`src/rtl/dcache_addr_sequencer.sv`:
```
// dcache_addr_sequencer: turns address-queue entries into cache requests, expanding sweep commands into 128 line operations
module dcache_addr_sequencer (
  input  logic        clk,
  input  logic        rst,
  input  logic        q_empty,
  input  logic [32:0] q_dout,
  output logic        q_rd_en,
  output logic        q_dec_line,
  output logic        mem_valid,
  output logic [31:0] mem_addr,
  output logic [1:0]  mem_op,
  input  logic        mem_ready,
  output logic        busy,
  output logic        sweep_done
);
  typedef enum logic [1:0] {IDLE, ACCESS, SWEEP} state_t;
  state_t state, state_nxt, cur;
  logic [6:0] line_cnt, cnt_nxt;
  logic done_nxt, accept;
  always_ff @(posedge clk)
    if (rst) begin
      state      <= IDLE;
      line_cnt   <= '0;
      sweep_done <= 1'b0;
    end else begin
      state      <= state_nxt;
      line_cnt   <= cnt_nxt;
      sweep_done <= done_nxt;
    end
  // reset masks the registered state so nothing is requested or popped during reset
  assign cur  = rst ? IDLE : state;
  assign busy = cur != IDLE;
  always_comb begin
    state_nxt  = cur;
    cnt_nxt    = line_cnt;
    done_nxt   = 1'b0;
    mem_valid  = (cur != IDLE) && !q_empty;
    mem_op     = (cur == SWEEP) ? (q_dout[0] ? 2'b10 : 2'b01) : 2'b00;
    mem_addr   = (cur == SWEEP) ? {q_dout[31:3], 3'b000} : q_dout[31:0];
    accept     = mem_valid && mem_ready;
    q_rd_en    = accept && (cur == ACCESS || line_cnt == 7'd127);
    q_dec_line = accept && cur == SWEEP && line_cnt != 7'd127;
    case (cur)
      IDLE: begin
        state_nxt = q_empty ? IDLE : (q_dout[32] ? SWEEP : ACCESS);
        cnt_nxt   = '0;
      end
      ACCESS: state_nxt = (q_empty || accept) ? IDLE : ACCESS;
      SWEEP:
        if (q_empty || q_rd_en) begin
          state_nxt = IDLE;
          cnt_nxt   = '0;
          done_nxt  = q_rd_en;
        end else if (q_dec_line) cnt_nxt = line_cnt + 7'd1;
      default: state_nxt = IDLE;
    endcase
  end
endmodule

```
`config.mk`:
```
export PLATFORM = sky130hd
export DESIGN_NAME = dcache_addr_sequencer
export DESIGN_NICKNAME = d
export VERILOG_FILES = /design/src/rtl/dcache_addr_sequencer.sv
export SDC_FILE = /design/constraint.sdc
export NUM_CORES = 1
export LEC_CHECK = 0
export BUFFER_PORTS_ARGS = -buffer_cell sky130_fd_sc_hd__buf_4
export CAP_MARGIN = 20
export CORE_AREA = 2 2 50 52
export CTS_CLUSTER_SIZE = 25
export DETAILED_ROUTE_END_ITERATION = 12
export DIE_AREA = 0 0 52 54
export HOLD_SLACK_MARGIN = 0.15
export PLACE_DENSITY = 0.87
export SLEW_MARGIN = 25
export SYNTH_ARGS = -nofsm -noshare
export SYNTH_HDL_FRONTEND = slang
export SYNTH_SLANG_ARGS = --single-unit
export TNS_END_PERCENT = 50
```
`constraint.sdc`:
```
create_clock -name clk -period 1.9 [get_ports clk]
set_clock_uncertainty 0.05 [all_clocks]
set_input_delay 0.19 -clock clk [delete_from_list [all_inputs] [get_ports clk]]
set_output_delay 0.19 -clock clk [all_outputs]
set_load 0.03 [all_outputs]
```
# ---- Yosys cells after proc, flatten, opt, wreduce, memory -nomap -nowiden
# Cells that the tools add are included.
# Widths: inputs -> output; s select.
dict set report op_classes {
  n_reduce_logical 14
  n_addsub 1
  bitwise_logic 2
  muxes 12
  n_eq_ne 5
}
# op count
set op_table {}
lappend op_table {{$mux 7} 2}
lappend op_table {{$pmux 7 s2} 1}
lappend op_table {{$mux 2} 6}
lappend op_table {{$add 7x1->7 const B} 1}
lappend op_table {{$eq 7x7->1 const B} 1}
lappend op_table {{$ne 7x7->1 const B} 1}
lappend op_table {{$pmux 2 s3} 1}
lappend op_table {{$logic_and 1x1->1} 5}
lappend op_table {{$reduce_bool 2->1} 2}
lappend op_table {{$logic_or 1x1->1} 3}
lappend op_table {{$mux 3} 1}
lappend op_table {{$ne 3x2->1 const B} 1}
lappend op_table {{$reduce_or 3->1} 1}
lappend op_table {{$eq 2x1->1 const B} 1}
lappend op_table {{$eq 2x2->1 const B} 1}
lappend op_table {{$logic_not 2->1} 1}
lappend op_table {{$not 1->1} 2}
lappend op_table {{$reduce_and 2->1} 1}
lappend op_table {{$logic_not 1->1} 1}
lappend op_table {{$mux 1} 1}
dict set report totals {
  word_cells 37
  regBits 10
  in_bits 37
  output_inout_bits 39
}

# ---- Longest topological paths before layout
# Gate-level depths: netlist of run 1.
dict set report depth {
  depth_word 9
  depth_mapped 5
  mapped_depth_nobuf 5
}

# ---- Worst setup path before layout of run 1
# OpenSTA, ideal clock, no wires.
dict set report synth_path {
  kind {register to register}
  startpoint {register state[0]}
  endpoint {register line_cnt[6]}
  required_time_ps 1791
  path_buffers 0
  setup_time_ps 59
  stages_incl_launch_ff 5
  arrival_ps 1487
  setup_slack_ps 304
  period_less_slack_ps 1596
  path_cell_list {dfxtp_1 > or4b_4 > a31oi_4 > and2_4 > a22o_1}
}
dict set report synth_via {
  elab_chain_len 8
  word_cells_on_any_way 17
  cone_classes {3 x eq/ne; 3 x mux; 11 x reduce/logical}
}
# element line
set synth_lines {}
lappend synth_lines {{start, declared} 17} ;# state_t state, state_nxt, cur;
lappend synth_lines {{start signal, assigned} 26} ;# state <= state_nxt;
lappend synth_lines {{$mux 2 (*)} 31} ;# assign cur = rst ? IDLE : state;
lappend synth_lines {{$reduce_bool 2->1} 37} ;# mem_valid = (cur != IDLE) && !q_empty;
lappend synth_lines {{$logic_and 1x1->1} 37}
lappend synth_lines {{$logic_and 1x1->1} 40} ;# accept = mem_valid && mem_ready;
lappend synth_lines {{$logic_and 1x1->1 (*) (2 in a row)} 42} ;# q_dec_line = accept && cur == SWEEP && line_cnt != 7'd127;
lappend synth_lines {{via q_dec_line} 8} ;# output logic q_dec_line,
lappend synth_lines {{$ne 3x2->1 (no line) (*)} n/a}
lappend synth_lines {{$reduce_and 2->1 (no line) (*)} n/a}
lappend synth_lines {{end signal, assigned} 27} ;# line_cnt <= cnt_nxt;
lappend synth_lines {{end, declared} 18} ;# logic [6:0] line_cnt, cnt_nxt;
# The timed path passes the listed nets; every way through them passes the cells marked *.
# A chain may end at the register's enable or synchronous reset.

# ---- Final worst setup path of run 1
dict set report layout_path {
  startpoint {register state[0]}
  endpoint {output port q_dec_line}
}
dict set report layout_via {
  elab_chain_len 6
  word_cells_on_any_way 7
  cone_classes {1 x eq/ne; 1 x mux; 5 x reduce/logical}
}
# element line
set layout_lines {}
lappend layout_lines {{$mux 2 (*)} 31}
lappend layout_lines {{$reduce_bool 2->1} 37}
lappend layout_lines {{$logic_and 1x1->1} 37}
lappend layout_lines {{$logic_and 1x1->1} 40}
lappend layout_lines {{$logic_and 1x1->1 (*) (2 in a row)} 42}
lappend layout_lines {{end, declared} 8}
# Mark *: on every way between the ends. The rest lies on a longest branch, timed or not.

==> out/summary.txt, run 1 <==
Die H -> 54 um
initial DRC count -> 10
RR Endpoint -> line_cnt[0]
adder-cell share of the synthesized area -> 1.62%
drt first pass iters -> 4
initial antenna violation count -> 0
R2R Path Start -> line_cnt[0]
worst slack, placed -> 0.222 ns
Syn-to-layout area delta -> 7.14%
Std-Cell Rows -> 18
Final Max Slew Viols -> 0
port buffer count -> 17
reg2reg path depth -> 6
outcome -> complete, no violations
RSZ-0062 raised after global routing -> true
DR DRC count -> 0
crit end category -> output port
global-route wire length before repair -> 2390 um
Synth Flop Type -> dfxtp_1
worst slew pin tran -> 0.503 ns
library cells used by synthesis -> 31
Crit Path Category -> reg -> out
sequential fraction of the synthesis area -> 26.0%
dpl cell area -> 726 um2
Hold Vio Cnt, Final -> 0
Hold Crit Class -> in -> reg
mux cell area share after synthesis -> 2.92%
Post-synth EDFFs -> 0
Syn Area/Cell -> 8.47 um2
htree depth -> 1
Post-DP HPWL -> 1230 um
Max-cap violations -> 0
total CTS buffers -> 3
Synth Area in Simple Gates -> 24.5%
Data required, critical path -> 1.66 ns
Initial Util -> 33.2%
Die W -> 52 um
Area contributors post-synth -> buf_4 28%, dfxtp_1 26%, nor2b_1 4.1%
design area -> 826 um2
pwr dens -> 598 nW/um2
ratio of cells with drive above 1 in the final layout -> 36.7%
clock buffer depth -> 2
Clock transition at path regs -> 0.07 ns
Startpoint Class -> register
multi-input logic area -> 342 um2
asr flop ratio synth -> 0%
final setup fails -> 0
Sequential Area -> 205 um2
Syn Nets -> 129
f_max -> 532 MHz
vias per cell -> 5.03
core footprint -> 2320 um2
top-count cell post-synth -> buf_4
wire per inst -> 13.6 um
critical path fanouts, max -> 7
final worst path period share -> 99.0%
setup TNS -> 0 ns
GRT Residual Overflow -> 0
CTS sink cnt -> 10
IO Pins -> 76
largest family of logic cells by synthesized area -> buffers and inverters
post-synth top area cell -> buf_4
maximum vdd drop -> 0.355 mV
xor/xnor share of the synthesized area -> 0%
fin nets -> 129
Inserted Diodes -> 0
Worst Hold Path Cells -> 2
fin crit period -> 1.88 ns
Arr. time, crit path -> 1.64 ns
# fillers -> 239
CTS tree -> done
Min-Delay Endpoint -> sweep_done
Detail Route Antenna Nets -> 0
Post-synth top cells -> 29 x buf_4, 10 x dfxtp_1, 5 x nor2_1, 5 x nor2b_1, 4 x o21ai_0
FF-to-FF setup slack -> 0.13 ns
Synth top area share -> 28.2%
Hold Crit Start -> mem_ready
number of global-route vias before repair -> 567
CTS Root Cell -> clkbuf_4
Max transition margin -> 66.4%
Worst-Skew Late Latency -> 0.28 ns
drt total wl -> 1630 um
GRT Total Usage -> 11.9%
largest net degree at the start of global routing -> 8
Syn. warnings -> 0
Setup WS post-layout -> 0.0197 ns
final hold slack -> 0.189 ns
Die ar. -> 2810 um2
#FFs+latches synth -> 10
via count -> 603
Syn Inst Count -> 91
GP Congestion -> 0.774
Cell Area, Synth -> 771 um2
Synth Area in Compound Gates -> 15.3%
static leakage -> 0.352 nW
## report_power, final
| part | switching (W) | leakage [nW] | internal [W] |
|---|---|---|---|
| combinational | 0.0000408 | 0.249 | 0.0000401 |
| sequential | 0.00000447 | 0.0820 | 0.000212 |
| clock | 0.0000791 | 0.0210 | 0.000117 |
## metrics by stage
step / total power [W] / utilization [%] / instances
after floorplan: 0.000374 / - / 91
after global placement: 0.000291 / 31.3 / 110
after detailed placement: 0.000294 / 31.3 / 110
after CTS: 0.000494 / 35.2 / 119
after global routing: 0.000515 / 35.6 / 120
final: 0.000493 / 35.6 / 120
## area by class of cell
cell class                      instances  area share (%)
Clock buffer                            4            4.39
Inverter                                3            1.36
Multi-Input combinational cell         49            41.4
Sequential cell                        10            24.8
Tap cell                               30            4.55
Timing Repair Buffer                   24            23.5
## layout by cell type, fill, tap and decap left out, types with 2 or more instances in the layout
cell / Yosys / final
nor2_1: 5 / 5
dfxtp_1: 10 / 8
a22o_1: 2 / 2
buf_4: 29 / 19
dlygate4sd3_1: 0 / 4
nor3b_1: 2 / 2
nand3_1: 3 / 3
o21ai_0: 4 / 4
inv_1: 3 / 3
a31oi_1: 3 / 3
nand2_1: 3 / 3
and3_1: 3 / 3
clkbuf_4: 0 / 3
nor2b_1: 5 / 5
## sequential cells by signal (all words and copies together), names as in the netlist
name and cells:
sweep_done 1, state 2, line_cnt 7
## critical path, cell delays in order (launching register included)
cell and delay [ns]:
dfxtp_2 0.36, or4b_4 0.53, a31oi_4 0.17, and2_4 0.18, buf_6 0.13
## how the worst max path moves through the flow
stage | from | endpoint | slack (ns) | depth (start not counted)
finish | state[0] | q_dec_line | 0.02 | 4
global route | line_cnt[0] | q_rd_en | -0.006 | 5
CTS | state[1] | q_dec_line | 0.03 | 4
detailed placement | state[1] | q_dec_line | 0.22 | 4
global placement | state[0] | q_dec_line | 0.27 | 4
floorplan | state[0] | line_cnt[6] | 0.30 | 4
## cell families (layout without fill, tap and decap cells)
logic type | count (synthesis) | in the layout
AND/OR/NAND/NOR | 31 | 31
buffers and inverters | 32 | 31
adder cells (fa/ha/maj) | 1 | 1
multiplexers | 2 | 2
AO/OA/AOI/OAI | 15 | 15
flip-flops | 10 | 10
## routing by layer
metal  wire length (um)  vias up  global-route usage [%]
li1                   -      284                       -
met1                578      274                    10.2
met5                  0        -                       0
met3                160        7                    4.17
met2                852       38                    22.6
met4                 37        0                    8.77
## repair_timing
action	4_1_cts	5_1_grt
endpoints found under the hold margin	3	0
setup endpoints to repair	1	1
pin swaps	1	0
buffers inserted	1	1
gates resized for setup	3	1
hold buffers	4	0
Note: power is estimated with default switching activity, not from simulation.
==> inputs of run 2 (changes only) <==
--- a/config.mk
+++ b/config.mk
@@ -13,6 +13,7 @@
 export DIE_AREA = 0 0 52 54
 export HOLD_SLACK_MARGIN = 0.15
 export PLACE_DENSITY = 0.87
+export SETUP_SLACK_MARGIN = 0.5
 export SLEW_MARGIN = 25
 export SYNTH_ARGS = -nofsm -noshare
 export SYNTH_HDL_FRONTEND = slang
==> run 2 against run 1 <==
Via count is 10% higher. Sequential share of layout area is 2.0 points lower. Clock-buffer cell count stayed put. Cell count is 5.8% higher. Largest cell class unchanged. Largest power group unchanged.
==> out/summary.txt, run 2 (same netlist as run 1, synthesis figures left out) <==
outcome -> complete, no violations (unchanged)
Max-cap violations -> 0 (unchanged)
DR DRC count -> 0 (unchanged)
met3 Track Usage GR -> 6.39% (was 4.17%)
Largest Register -> line_cnt (unchanged)
initial antenna violation count -> 0 (unchanged)
Detail Route Antenna Nets -> 0 (unchanged)
critical path fanouts, max -> 6 (was 7)
f_max -> 547 MHz (was 532 MHz)
crit path cell chain -> or4b_4, a31oi_4, and2_4, buf_6 (unchanged)
pwr dens -> 551 nW/um2 (was 598 nW/um2)
Max transition margin -> 78.7% (was 66.4%)
Sw Ratio -> 26.5% (was 25.2%)
Largest regs -> line_cnt (7), state (2), sweep_done (1) (unchanged)
Data required, critical path -> 1.66 ns (about the same)
CP top delay family -> simple AND/OR/NAND/NOR gates (unchanged)
Largest register FFs -> 7 (unchanged)
setup TNS -> 0 ns (unchanged)
CTS sink cnt -> 10 (unchanged)
IO Pins -> 76 (unchanged)
final worst path period share -> 96.2% (was 99.0%)
fin crit period -> 1.83 ns (was 1.88 ns)
final setup fails -> 0 (unchanged)
static leakage -> 0.387 nW (was 0.352 nW)
CP max stage cell -> or4b_4 (unchanged)
initial DRC count -> 7 (was 10)
clock buffer depth -> 2 (unchanged)
largest net degree at the start of global routing -> 8 (unchanged)
fin nets -> 136 (was 129)
Final Max Slew Viols -> 0 (unchanged)
Inserted Diodes -> 0 (unchanged)
internal power -> 0.000373 W (was 0.000369 W)
core footprint -> 2320 um2 (unchanged)
drt first pass iters -> 4 (unchanged)
most common cell after layout, fill and taps aside -> buf_4 (unchanged)
worst path bufs/invs -> 1 (unchanged)
Placed Cells -> 111 (was 110)
GR peak layer -> met2 (unchanged)
via count -> 664 (was 603)
global-route track usage on met2 -> 25.7% (was 22.6%)
Clock transition at path regs -> 0.07 ns (about the same)
total CTS buffers -> 3 (unchanged)
CTS tree -> done (unchanged)
Std-Cell Rows -> 18 (unchanged)
GRT Total Usage -> 13.4% (was 11.9%)
Layout Cells excl Fill -> 127 (was 120)
CP max stage delay -> 0.48 ns (was 0.53 ns)
maximum vdd drop -> 0.362 mV (was 0.355 mV)
Flop pwr share -> 42.1% (was 43.9%)
htree depth -> 1 (unchanged)
Arr. time, crit path -> 1.59 ns (was 1.64 ns)
Startpoint Class -> register (unchanged)
GRT Residual Overflow -> 0 (unchanged)
GP Congestion -> 0.741 (was 0.774)
worst slew pin tran -> 0.318 ns (was 0.503 ns)
sw power -> 0.000134 W (was 0.000124 W)
Hold Vio Cnt, Final -> 0 (unchanged)
ratio of cells with drive above 1 in the final layout -> 50.5% (was 36.7%)
Post-DP HPWL -> 1240 um (was 1230 um)
number of global-route vias before repair -> 650 (was 567)
RSZ-0062 raised after global routing -> true (unchanged)
# fillers -> 222 (was 239)
drt total wl -> 1790 um (was 1630 um)
M1 GR Usage -> 12.0% (was 10.2%)
Crit Path Category -> reg -> out (unchanged)
Initial Util -> 33.2% (unchanged)
global-route wire length before repair -> 2770 um (was 2390 um)
Worst-Skew Late Latency -> 0.28 ns (about the same)
vias per cell -> 5.23 (was 5.03)
Die W -> 52 um (unchanged)
Die H -> 54 um (unchanged)
CTS Root Cell -> clkbuf_4 (unchanged)
Logic pwr share -> 17.6% (was 16.4%)
Die ar. -> 2810 um2 (unchanged)
Hold Crit Class -> in -> reg (unchanged)
crit end category -> output port (unchanged)
Syn-to-layout area delta -> 19.5% (was 7.14%)
power share of the clock group -> 40.3% (was 39.7%)
commonest cells after routing, fill and taps aside -> 25 x buf_4, 6 x dfxtp_1, 5 x nor2b_1 (was 19 x buf_4, 8 x dfxtp_1, 5 x nor2b_1, 5 x nor2_1)
wire per inst -> 14.1 um (was 13.6 um)
port buffer count -> 17 (unchanged)
## run 2: path summary, 6_finish.rpt
kind / end / cells after the start / slack, ns / from
min reg2reg: state[0] / 1 / 0.40 / state[1]
min: sweep_done / 2 / 0.18 / mem_ready
max reg2reg: line_cnt[4] / 5 / 0.17 / state[1]
max: q_dec_line / 4 / 0.07 / state[1]
## run 2: what timing repair did
item                                   4_1_cts  5_1_grt
endpoints found under the hold margin        3        2
setup endpoints to repair                   17       18
hold buffers                                 1        2
pin swaps                                    3        2
cloned                                       0        0
resized for setup                            7        6
setup buffers                                7        2
## run 2: per-layer routing
metal / wire length (um) / vias up
li1: - / 301
met1: 651 / 320
met2: 953 / 39
met3: 164 / 4
met4: 24 / 0
met5: 0 / -
## run 2: power by group through the flow
stage          sequential [W]  clock, W  combinational (W)
5_1_grt              0.000214  0.000222          0.0000952
6_report             0.000214  0.000204          0.0000893
3_3_place_gp         0.000221         0          0.0000718
2_1_floorplan        0.000221         0           0.000154
4_1_cts              0.000215  0.000208          0.0000814
3_5_place_dp         0.000222         0          0.0000735
## run 2: metrics by stage
step | util [%] | power (W) | setup WS, ns | cell area (um2) | hold slack, ns
after floorplan | - | 0.000375 | 0.356 | 781 | 0.208
after global placement | 32.0 | 0.000293 | 0.279 | 743 | 0.330
after detailed placement | 32.0 | 0.000295 | 0.248 | 743 | 0.330
after CTS | 37.2 | 0.000504 | 0.0268 | 863 | 0.0513
final | 39.7 | 0.000507 | 0.0730 | 921 | 0.182
after global routing | 39.7 | 0.000532 | 0.0220 | 921 | 0.163
## run 2: layout make-up
class	instances	area (um2)	area share, %
inverters	3	11.3	1.22
repair buffers	31	251	27.3
clock buffers	4	36.3	3.94
multi-input cells	49	374	40.6
well taps	30	37.5	4.08
flip-flops and latches	10	210	22.8
